## src/rtl/regfile_wb_arbiter_if.sv

```systemverilog
// Register file write-port bundle: pipeline writeback, MDU result handshake,
// the arbitrated write port, and the decode bypass / pending-write signals.
interface regfile_wb_arbiter_if #(
    parameter int DEPTH = 4
);
    localparam int CW = $clog2(DEPTH) + 1;

    logic          pipe_wen;
    logic [4:0]    pipe_wsel;
    logic [31:0]   pipe_wdat;
    logic          mdu_valid;
    logic          mdu_ready;
    logic [4:0]    mdu_wsel;
    logic [31:0]   mdu_wdat;
    logic          WEN;
    logic [4:0]    wsel;
    logic [31:0]   wdat;
    logic [4:0]    rsel1;
    logic [4:0]    rsel2;
    logic [31:0]   rf_rdat1;
    logic [31:0]   rf_rdat2;
    logic [31:0]   rdat1;
    logic [31:0]   rdat2;
    logic          pend1;
    logic          pend2;
    logic          wb_stall_req;
    logic [CW-1:0] fifo_count;

    modport master (
        output pipe_wen, pipe_wsel, pipe_wdat,
        output mdu_valid, mdu_wsel, mdu_wdat,
        output rsel1, rsel2, rf_rdat1, rf_rdat2,
        input  mdu_ready, WEN, wsel, wdat,
        input  rdat1, rdat2, pend1, pend2, wb_stall_req, fifo_count
    );

    modport slave (
        input  pipe_wen, pipe_wsel, pipe_wdat,
        input  mdu_valid, mdu_wsel, mdu_wdat,
        input  rsel1, rsel2, rf_rdat1, rf_rdat2,
        output mdu_ready, WEN, wsel, wdat,
        output rdat1, rdat2, pend1, pend2, wb_stall_req, fifo_count
    );
endinterface

```

## src/rtl/regfile_wb_arbiter.sv

```systemverilog
// Register file write-port arbiter: pipeline writeback has priority, MDU results
// queue in a small FIFO and drain into idle slots; also provides decode bypass.
module regfile_wb_arbiter #(
    parameter int DEPTH      = 4,
    parameter int STARVE_MAX = 8
) (
    input logic                CLK,
    input logic                RST,
    regfile_wb_arbiter_if.slave bus
);
    localparam int AW = $clog2(DEPTH);
    localparam int CW = AW + 1;
    localparam int SW = $clog2(STARVE_MAX + 1);
    localparam logic [CW-1:0] FULL = CW'(DEPTH);
    localparam logic [SW-1:0] SMAX = SW'(STARVE_MAX);

    logic [AW-1:0] rd_ptr_q, rd_ptr_d;
    logic [AW-1:0] wr_ptr_q, wr_ptr_d;
    logic [CW-1:0] count_q, count_d;
    logic [SW-1:0] starve_q, starve_d;
    logic          stall_q, stall_d;
    logic [4:0]    ent_wsel_q [DEPTH];
    logic [4:0]    ent_wsel_d [DEPTH];
    logic [31:0]   ent_wdat_q [DEPTH];
    logic [31:0]   ent_wdat_d [DEPTH];

    logic p_act;
    logic push;
    logic pop;

    always_comb begin
        p_act         = bus.pipe_wen && (bus.pipe_wsel != 5'd0);
        bus.mdu_ready = !RST && (count_q < FULL);
        // A zero-destination MDU result completes the handshake but is never stored.
        push          = bus.mdu_valid && bus.mdu_ready && (bus.mdu_wsel != 5'd0);
        pop           = !RST && !p_act && (count_q != '0);
        bus.WEN       = !RST && (p_act || (count_q != '0));
        bus.wsel      = p_act ? bus.pipe_wsel : ent_wsel_q[rd_ptr_q];
        bus.wdat      = p_act ? bus.pipe_wdat : ent_wdat_q[rd_ptr_q];
    end

    always_comb begin
        bus.rdat1 = (bus.WEN && (bus.wsel == bus.rsel1) && (bus.rsel1 != 5'd0)) ? bus.wdat : bus.rf_rdat1;
        bus.rdat2 = (bus.WEN && (bus.wsel == bus.rsel2) && (bus.rsel2 != 5'd0)) ? bus.wdat : bus.rf_rdat2;
        bus.pend1 = 1'b0;
        bus.pend2 = 1'b0;
        // The entry draining this cycle still counts; bypass covers that read.
        for (int i = 0; i < DEPTH; i++) begin
            if (CW'(i) < count_q) begin
                if ((ent_wsel_q[rd_ptr_q + AW'(i)] == bus.rsel1) && (bus.rsel1 != 5'd0))
                    bus.pend1 = 1'b1;
                if ((ent_wsel_q[rd_ptr_q + AW'(i)] == bus.rsel2) && (bus.rsel2 != 5'd0))
                    bus.pend2 = 1'b1;
            end
        end
    end

    always_comb begin
        rd_ptr_d   = pop  ? rd_ptr_q + AW'(1) : rd_ptr_q;
        wr_ptr_d   = push ? wr_ptr_q + AW'(1) : wr_ptr_q;
        count_d    = count_q + CW'(push) - CW'(pop);
        ent_wsel_d = ent_wsel_q;
        ent_wdat_d = ent_wdat_q;
        if (push) begin
            ent_wsel_d[wr_ptr_q] = bus.mdu_wsel;
            ent_wdat_d[wr_ptr_q] = bus.mdu_wdat;
        end
        // With a non-empty FIFO and no pop, the pipeline must have taken the port.
        if (pop || (count_q == '0))
            starve_d = '0;
        else if (starve_q != SMAX)
            starve_d = starve_q + SW'(1);
        else
            starve_d = starve_q;
        if (pop)
            stall_d = 1'b0;
        else if (starve_d == SMAX)
            stall_d = 1'b1;
        else
            stall_d = stall_q;
    end

    always_ff @(posedge CLK) begin
        if (RST) begin
            rd_ptr_q <= '0;
            wr_ptr_q <= '0;
            count_q  <= '0;
            starve_q <= '0;
            stall_q  <= 1'b0;
        end else begin
            rd_ptr_q <= rd_ptr_d;
            wr_ptr_q <= wr_ptr_d;
            count_q  <= count_d;
            starve_q <= starve_d;
            stall_q  <= stall_d;
        end
    end

    always_ff @(posedge CLK) begin
        ent_wsel_q <= ent_wsel_d;
        ent_wdat_q <= ent_wdat_d;
    end

    assign bus.fifo_count   = count_q;
    assign bus.wb_stall_req = stall_q;
endmodule
```

## src/flat_wrapper.sv

```systemverilog
// flat-port wrapper written by rule: the top's interface ports become plain ports
module regfile_wb_arbiter_flat 
#(
    parameter int DEPTH      = 4,
    parameter int STARVE_MAX = 8
)
  (CLK, RST, bus_pipe_wen, bus_pipe_wsel, bus_pipe_wdat, bus_mdu_valid, bus_mdu_wsel, bus_mdu_wdat, bus_rsel1, bus_rsel2, bus_rf_rdat1, bus_rf_rdat2, bus_mdu_ready, bus_WEN, bus_wsel, bus_wdat, bus_rdat1, bus_rdat2, bus_pend1, bus_pend2, bus_wb_stall_req, bus_fifo_count);
  regfile_wb_arbiter_if #(.DEPTH(DEPTH)) bus_i ();
  input logic CLK;
  input logic RST;
  input wire logic [$bits(bus_i.pipe_wen)-1:0] bus_pipe_wen;
  input wire logic [$bits(bus_i.pipe_wsel)-1:0] bus_pipe_wsel;
  input wire logic [$bits(bus_i.pipe_wdat)-1:0] bus_pipe_wdat;
  input wire logic [$bits(bus_i.mdu_valid)-1:0] bus_mdu_valid;
  input wire logic [$bits(bus_i.mdu_wsel)-1:0] bus_mdu_wsel;
  input wire logic [$bits(bus_i.mdu_wdat)-1:0] bus_mdu_wdat;
  input wire logic [$bits(bus_i.rsel1)-1:0] bus_rsel1;
  input wire logic [$bits(bus_i.rsel2)-1:0] bus_rsel2;
  input wire logic [$bits(bus_i.rf_rdat1)-1:0] bus_rf_rdat1;
  input wire logic [$bits(bus_i.rf_rdat2)-1:0] bus_rf_rdat2;
  output wire logic [$bits(bus_i.mdu_ready)-1:0] bus_mdu_ready;
  output wire logic [$bits(bus_i.WEN)-1:0] bus_WEN;
  output wire logic [$bits(bus_i.wsel)-1:0] bus_wsel;
  output wire logic [$bits(bus_i.wdat)-1:0] bus_wdat;
  output wire logic [$bits(bus_i.rdat1)-1:0] bus_rdat1;
  output wire logic [$bits(bus_i.rdat2)-1:0] bus_rdat2;
  output wire logic [$bits(bus_i.pend1)-1:0] bus_pend1;
  output wire logic [$bits(bus_i.pend2)-1:0] bus_pend2;
  output wire logic [$bits(bus_i.wb_stall_req)-1:0] bus_wb_stall_req;
  output wire logic [$bits(bus_i.fifo_count)-1:0] bus_fifo_count;
  assign bus_i.pipe_wen = bus_pipe_wen;
  assign bus_i.pipe_wsel = bus_pipe_wsel;
  assign bus_i.pipe_wdat = bus_pipe_wdat;
  assign bus_i.mdu_valid = bus_mdu_valid;
  assign bus_i.mdu_wsel = bus_mdu_wsel;
  assign bus_i.mdu_wdat = bus_mdu_wdat;
  assign bus_i.rsel1 = bus_rsel1;
  assign bus_i.rsel2 = bus_rsel2;
  assign bus_i.rf_rdat1 = bus_rf_rdat1;
  assign bus_i.rf_rdat2 = bus_rf_rdat2;
  assign bus_mdu_ready = bus_i.mdu_ready;
  assign bus_WEN = bus_i.WEN;
  assign bus_wsel = bus_i.wsel;
  assign bus_wdat = bus_i.wdat;
  assign bus_rdat1 = bus_i.rdat1;
  assign bus_rdat2 = bus_i.rdat2;
  assign bus_pend1 = bus_i.pend1;
  assign bus_pend2 = bus_i.pend2;
  assign bus_wb_stall_req = bus_i.wb_stall_req;
  assign bus_fifo_count = bus_i.fifo_count;
  regfile_wb_arbiter #(.DEPTH(DEPTH), .STARVE_MAX(STARVE_MAX)) u_core (.CLK(CLK), .RST(RST), .bus(bus_i));
endmodule
```

## config.mk

```make
export PLATFORM = sky130hd
export DESIGN_NAME = regfile_wb_arbiter_flat
export DESIGN_NICKNAME = d
export VERILOG_FILES = /design/src/rtl/regfile_wb_arbiter_if.sv /design/src/rtl/regfile_wb_arbiter.sv /design/src/flat_wrapper.sv
export SDC_FILE = /design/constraint.sdc
export NUM_CORES = 1
export LEC_CHECK = 0
export BUFFER_PORTS_ARGS = -buffer_cell sky130_fd_sc_hd__buf_2
export CELL_PAD_IN_SITES_DETAIL_PLACEMENT = 1
export CELL_PAD_IN_SITES_GLOBAL_PLACEMENT = 1
export CORE_ASPECT_RATIO = 0.5
export CORE_UTILIZATION = 39
export CTS_BUF_LIST = sky130_fd_sc_hd__clkbuf_8
export DETAILED_ROUTE_END_ITERATION = 16
export PLACE_DENSITY = 0.81
export SETUP_SLACK_MARGIN = 0.05
export SYNTH_ARGS = -nofsm -noshare
export SYNTH_HDL_FRONTEND = slang
export SYNTH_SLANG_ARGS = --single-unit
```

## constraint.sdc

```tcl
create_clock -name CLK -period 3.65 [get_ports CLK]
set_clock_uncertainty 0.2 [all_clocks]
set_input_delay 0.73 -clock CLK [delete_from_list [all_inputs] [get_ports CLK]]
set_output_delay 0.73 -clock CLK [all_outputs]
set_load 0.01 [all_outputs]
```

==> run summary, run 1 <==
Worst reg-to-reg path cell count = 8
Clock buffers created by TritonCTS = 17
RSZ-0062 raised after global routing = true
Die height = 108 um
P&R area growth vs syn = 35.6%
Initial drt markers = 526
Setup WS post-layout = -566 ps
Core Region = 21800 sq um
Status = finished with violations
R2R Path End = u_core.bus.fifo_count[2]
Final slew viol count = 0
First-pass GRT wire length = 42700 um
#FFs+latches synth = 160
DIE WIDTH = 213 um
Critical Path Start Type = input port
Final net count = 1078
Die area = 23000 sq um
Tcrit/Tclk final = 1.15
Failing checks = negative setup slack
Routed WL per cell = 23.6 um
Initial Utilization = 0.400
Slew @ Worst Pin = 751 ps
Crit Path Category = in2out
Reg2Reg Setup Slack = 990 ps
Hold Fails Final Rpt = 0
MaxCap Viol Count = 0
TritonRoute pass-1 iters = 5
Syn_nets = 770
Via count = 6572
Share of layout cells above drive strength 1 = 0.537
Final instance area = 11800 sq um
Crit path max fanout = 8
Power per cell area = 466 nW/um^2
Crit path launch = bus_pipe_wsel[2]
Port buffer count = 260
Uppermost routed layer = met4
Final core area utilization = 0.542
Top cell type's share of synthesized area = 0.510
Fmax = 0.237 GHz
Reg-to-reg critical path startpoint = u_core.bus.fifo_count[2]
CTS tree = yes
Wire length on met2 = 15300 um
Leak pwr = 4.70 nW
Detailed Place HPWL = 18400 um
Number of global-route vias before repair = 7151
Maximum vdd drop = 0.262 mV
Syn Area/Cell = 14.3 sq um
Root Buffer = clkbuf_8
Fin crit period = 4220 ps
Clock sink count = 160
Hold Slack = 264 ps
Final antenna-violating net count = 0
Library cells used by synthesis = 43
Cells after Synth = 607
Placed insts = 1169
DR vias/cell = 5.35
CTS Hold Buffers Added = 0
Routability cong. = 0.926
Cell row count = 38
Sequential area share after synthesis = 0.538
Crit path DAT = 3290 ps
Worst Path Required = 2720 ps
Drc violations = 0
Post-Place Worst Slack = -520 ps
Clock Path Buffers = 2
Worst hold path type = in2reg
Final Non-Filler Cells = 1229
Largest area contributor in the netlist = edfxtp_1
Clk_lat worst skew = 470 ps
Htree depth = 4
Element type at the critical path end = primary output
Worst slew margin = 0.496
All-Layer GR Usage = 0.257
Post-DP Area = 10600 sq um
Final setup fails = 66
Routed met1 length = 11500 um
Initial antenna violation count = 2
Ys Warns = 0
Largest cells by area after synthesis = edfxtp_1 (51%), mux4_2 (12%), mux2_4 (8.6%)
Clock transition at path regs = 110 ps
Metal3 WL = 1390 um
CP Capture Point = bus_rdat1[30]
Ports = 261
Post-Route WL = 29100 um
Post-Syn Area = 8710 sq um
Grt ovf = 0
Largest net degree at the start of global routing = 33
==> Yosys cell counts, drive strengths merged <==
master and count:
a211oi 1, a21boi 3, a21oi 6, a22o 1, a22oi 2, a31o 2
a31oi 2, and2 4, and3 2, buf 21, clkbuf 17, dfxtp 12
edfxtp 148, fa 1, ha 10, inv 14, mux2 70, mux2i 10
mux4 48, nand2 110, nand2b 1, nand3 9, nand3b 4, nand4 7
nor2 14, nor2b 2, nor3 7, nor4 8, o211ai 9, o21a 1
o21ai 7, o31ai 1, or4 2, xnor2 32, xor2 19
==> critical path, stage by stage <==
cell and delay [ps]:
buf_6 90, or4_4 560, buf_6 150, buf_6 110, o211ai_1 270, buf_4 160, nand3b_1 90, nand4_1 160
nor4_4 70, buf_6 140, buf_8 140, buf_16 160, mux2_4 320, buf_6 130
==> placed cells by master (no fill, tap or decap), types with 14 or more instances in the layout <==
master,n
buf_2,220
edfxtp_1,148
nand2_1,110
mux2_4,61
buf_6,51
mux4_2,48
buf_4,37
xnor2_1,29
xor2_1,18
clkbuf_8,17
inv_1,14
nor2_1,14
==> per-layer routing <==
metal	GRT usage	vias to the layer above
met5	0	-
met2	0.456	224
met4	0.0995	0
met1	0.311	3378
met3	0.0493	62
li1	-	2908
==> cells by family (layout without fill, tap and decap cells) <==
family / Yosys count / in the layout / share of synthesized area
buffers and inverters: 52 / 372 / 0.0308
AND/OR/NAND/NOR: 170 / 170 / 0.0885
other: 0 / 1 / 0
multiplexers: 128 / 128 / 0.248
flip-flops: 160 / 160 / 0.538
adder cells (fa/ha/maj): 11 / 11 / 0.0167
XOR/XNOR: 51 / 51 / 0.0513
AO/OA/AOI/OAI: 35 / 36 / 0.0270
==> registers in the layout, indices dropped and copies added (netlist names) <==
| signal | cells |
|---|---|
| u_core.bus.wb_stall_req | 1 |
| u_core.ent_wsel_q | 20 |
| u_core.bus.fifo_count | 3 |
| u_core.ent_wdat_q | 128 |
| u_core.rd_ptr_q | 2 |
| u_core.wr_ptr_q | 2 |
| u_core.starve_q | 4 |
==> stage by stage <==
step                      TNS (ps)  total power [mW]
final                       -31990              5.50
after detailed placement    -30860              3.95
after global placement      -27960              3.89
after global routing        -37400              5.73
after CTS                   -28830              5.48
after floorplan             -14310              3.37
==> area by class of cell <==
| type | count | area [sq um] |
|---|---|---|
| Timing Repair Buffer | 326 | 2370 |
| Fill cell | 2270 | 9970 |
| Multi-Input combinational cell | 396 | 3890 |
| Clock inverter | 15 | 188 |
| Sequential cell | 160 | 4690 |
| Inverter | 14 | 52.6 |
| Tap cell | 300 | 375 |
| Clock buffer | 17 | 234 |
| Antenna cell | 1 | 2.50 |
==> where the power goes <==
| part | leakage, nW | switching, mW | internal (mW) |
|---|---|---|---|
| sequential | 1.44 | 0.0549 | 2.10 |
| combinational | 3.05 | 0.998 | 0.997 |
| clock | 0.212 | 0.769 | 0.584 |
==> repair_timing <==
action | 4_1_cts | 5_1_grt
gates cloned | 8 | 0
buffers inserted | 20 | 0
pin swaps | 16 | 3
gates resized for setup | 68 | 9
setup endpoints to repair | 72 | 67
==> worst min path at each step <==
stage                            start                       to  slack (ps)  depth (start not counted)
2_1_floorplan       u_core.wr_ptr_q[1]       u_core.wr_ptr_q[1]         310                          2
3_3_place_gp        u_core.wr_ptr_q[1]       u_core.wr_ptr_q[1]         320                          2
3_5_place_dp   u_core.bus.wb_stall_req  u_core.bus.wb_stall_req         350                          2
4_1_cts                bus_mdu_wdat[6]    u_core.ent_wdat_q[38]         240                          1
5_1_grt               bus_mdu_wdat[21]    u_core.ent_wdat_q[85]         240                          1
6_report               bus_mdu_wdat[6]    u_core.ent_wdat_q[38]         260                          1
Power figures use the tool's default switching activity.
==> inputs of run 2 (changes only) <==
--- a/config.mk
+++ b/config.mk
@@ -9,10 +9,10 @@
 export CELL_PAD_IN_SITES_DETAIL_PLACEMENT = 1
 export CELL_PAD_IN_SITES_GLOBAL_PLACEMENT = 1
 export CORE_ASPECT_RATIO = 0.5
-export CORE_UTILIZATION = 39
+export CORE_UTILIZATION = 30
 export CTS_BUF_LIST = sky130_fd_sc_hd__clkbuf_8
 export DETAILED_ROUTE_END_ITERATION = 16
-export PLACE_DENSITY = 0.81
+export PLACE_DENSITY = 0.66
 export SETUP_SLACK_MARGIN = 0.05
 export SYNTH_ARGS = -nofsm -noshare
 export SYNTH_HDL_FRONTEND = slang
==> run 2 against run 1 <==
  * Power increased by 0.94%
  * Sequential power is essentially flat
  * Critical path depth fell by 4
  * The run still ends with negative setup slack left
  * Global-route usage down 7.7 points
  * Largest cell class unchanged
  * Largest power group unchanged
  * Sequential share of layout area is 0.050 points lower
  * Setup slack improved by 130 ps
  * Register-to-register slack gained 160 ps
  * Wire length shrank 7.1%
  * Clock power rose by 6%
  * Non-clock buffer count increased by 4
  * Via count shrank 5.2%
  * Design area is 0.13% higher
==> run summary, run 2 (synthesis results as in run 1) <==
Initial Utilization = 0.310 (was 0.400)
Largest net degree at the start of global routing = 33 (unchanged)
Ports = 261 (unchanged)
Share of layout cells above drive strength 1 = 0.543 (was 0.537)
Status = finished with violations (unchanged)
Htree depth = 4 (unchanged)
Post-Route WL = 27000 um (was 29100 um)
Commonest non-fill, non-tap cell in the layout = buf_2 (unchanged)
Port buffer count = 260 (unchanged)
Clock transition at path regs = 90 ps (was 110 ps)
First-pass GRT wire length = 40600 um (was 42700 um)
Grt ovf = 0 (unchanged)
Maximum vdd drop = 0.236 mV (was 0.262 mV)
Max FFs per register = 128 (unchanged)
Final slew viol count = 0 (unchanged)
Final setup fails = 64 (was 66)
Power per cell area = 470 nW/um^2 (was 466 nW/um^2)
Initial drt markers = 303 (was 526)
Clock sink count = 160 (unchanged)
Crit path max fanout = 14 (was 8)
Fin crit period = 4090 ps (was 4220 ps)
Clock buffers created by TritonCTS = 17 (unchanged)
Element type at the critical path end = primary output (unchanged)
Most frequent cells in the layout = buf_2 (227), edfxtp_1 (148), nand2_1 (108), mux2_4 (63), buf_4 (50) (was buf_2 (220), edfxtp_1 (148), nand2_1 (110), mux2_4 (61), buf_6 (51))
Worst slew margin = 0.564 (was 0.496)
Final instance area = 11800 sq um (about the same)
Detailed Place HPWL = 20000 um (was 18400 um)
Crit path DAT = 3160 ps (was 3290 ps)
Crit Path Category = in2out (unchanged)
All-Layer GR Usage = 0.180 (was 0.257)
Ant diodes = 0 (was 1)
MaxCap Viol Count = 0 (unchanged)
Clk_lat worst skew = 460 ps (was 470 ps)
Drc violations = 0 (unchanged)
Failing checks = negative setup slack (unchanged)
Final Non-Filler Cells = 1314 (was 1229)
Die height = 122 um (was 108 um)
Via count = 6231 (was 6572)
Core Region = 28100 sq um (was 21800 sq um)
Fmax = 0.245 GHz (was 0.237 GHz)
Post-DP Area = 10900 sq um (was 10600 sq um)
Die area = 29800 sq um (was 23000 sq um)
CTS tree = yes (unchanged)
Worst Path Required = 2720 ps (about the same)
Critical Path Start Type = input port (unchanged)
Final net count = 1082 (was 1078)
RSZ-0062 raised after global routing = true (unchanged)
Root Buffer = clkbuf_8 (unchanged)
Top reg by flops = u_core.ent_wdat_q (unchanged)
Routability cong. = 0.926 (about the same)
Biggest regs = u_core.ent_wdat_q x128, u_core.ent_wsel_q x20, u_core.starve_q x4 (unchanged)
TritonRoute pass-1 iters = 6 (was 5)
Final antenna-violating net count = 0 (unchanged)
Setup WS post-layout = -437 ps (was -566 ps)
P&R area growth vs syn = 35.8% (was 35.6%)
Initial antenna violation count = 0 (was 2)
Worst hold path type = in2reg (unchanged)
Routed WL per cell = 20.5 um (was 23.6 um)
Slew @ Worst Pin = 649 ps (was 751 ps)
Hold Fails Final Rpt = 0 (unchanged)
Post-Place Worst Slack = -638 ps (was -520 ps)
Cell row count = 43 (was 38)
DR vias/cell = 4.74 (was 5.35)
Number of global-route vias before repair = 6737 (was 7151)
Leak pwr = 4.67 nW (was 4.70 nW)
Clock Path Buffers = 2 (unchanged)
DIE WIDTH = 243 um (was 213 um)
Placed insts = 1271 (was 1169)
Tcrit/Tclk final = 1.12 (was 1.15)
Post-route setup TNS = -26350 ps (was -31990 ps)
[run 2: cell types whose count changed in the layout (fill, tap and decap cells not counted), moves of 3 or more]
cell / before / now
buf_2: 220 / 227
buf_6: 51 / 37
clkinvlp_4: 0 / 3
clkinv_4: 5 / 1
buf_4: 37 / 50
buf_16: 6 / 0
clkinv_8: 3 / 0
buf_12: 8 / 12
[run 2: final cells by class]
type	count	area, sq um
clock buffer	17	234
clock inverter	15	198
fill	2986	16300
inverter	14	52.6
multi-input combinational	396	3910
sequential	160	4690
tap	382	478
timing repair buffer	330	2260
[run 2: per-stage QoR]
stage | hold slack (ps) | util | power, mW
floorplan | 308 | - | 3.37
global placement | 333 | 0.387 | 3.98
detailed placement | 359 | 0.387 | 4.01
CTS | 242 | 0.417 | 5.59
global route | 246 | 0.421 | 5.84
finish | 278 | 0.421 | 5.56
[run 2: critical path, stage by stage]
cell      delay, ps
buf_6            90
or4_4           560
o21a_4          260
o211ai_1        190
nand4_1         180
nor4_4          320
buf_6           190
buf_12          180
mux2_4          330
buf_6           120
[run 2: power by group]
group | internal [mW] | leakage [nW] | switching [mW]
sequential | 2.10 | 1.44 | 0.0495
clock | 0.700 | 0.211 | 0.730
combinational | 0.992 | 3.02 | 0.985
total | 3.79 | 4.67 | 1.76
[run 2: per-layer routing]
metal  track usage  vias up  share of wire  wire length, um
li1              -     2915              -                -
met2         0.338       97           0.54            14600
met4        0.0369        0         0.0065              176
met5             0        -              0                0
met3        0.0265       16          0.028              746
met1         0.222     3203           0.43            11500
[run 2: timing repair]
action,CTS,global route
setup buffers,6,2
pin swaps,7,4
setup endpoints to repair,75,68
resized for setup,62,13
gates cloned,1,2
hold buffers,0,0
[run 2: path summary, 6_finish.rpt]
kind | startpoint | endpoint | slack (ps) | cells past startpoint
worst min-delay path | bus_mdu_wdat[14] | u_core.ent_wdat_q[14] | 280 | 1
worst max-delay path | bus_pipe_wsel[0] | bus_rdat1[16] | -440 | 10
worst min register to register | u_core.bus.wb_stall_req | u_core.bus.wb_stall_req | 360 | 2
worst max register to register | u_core.bus.fifo_count[0] | u_core.bus.fifo_count[2] | 1150 | 8
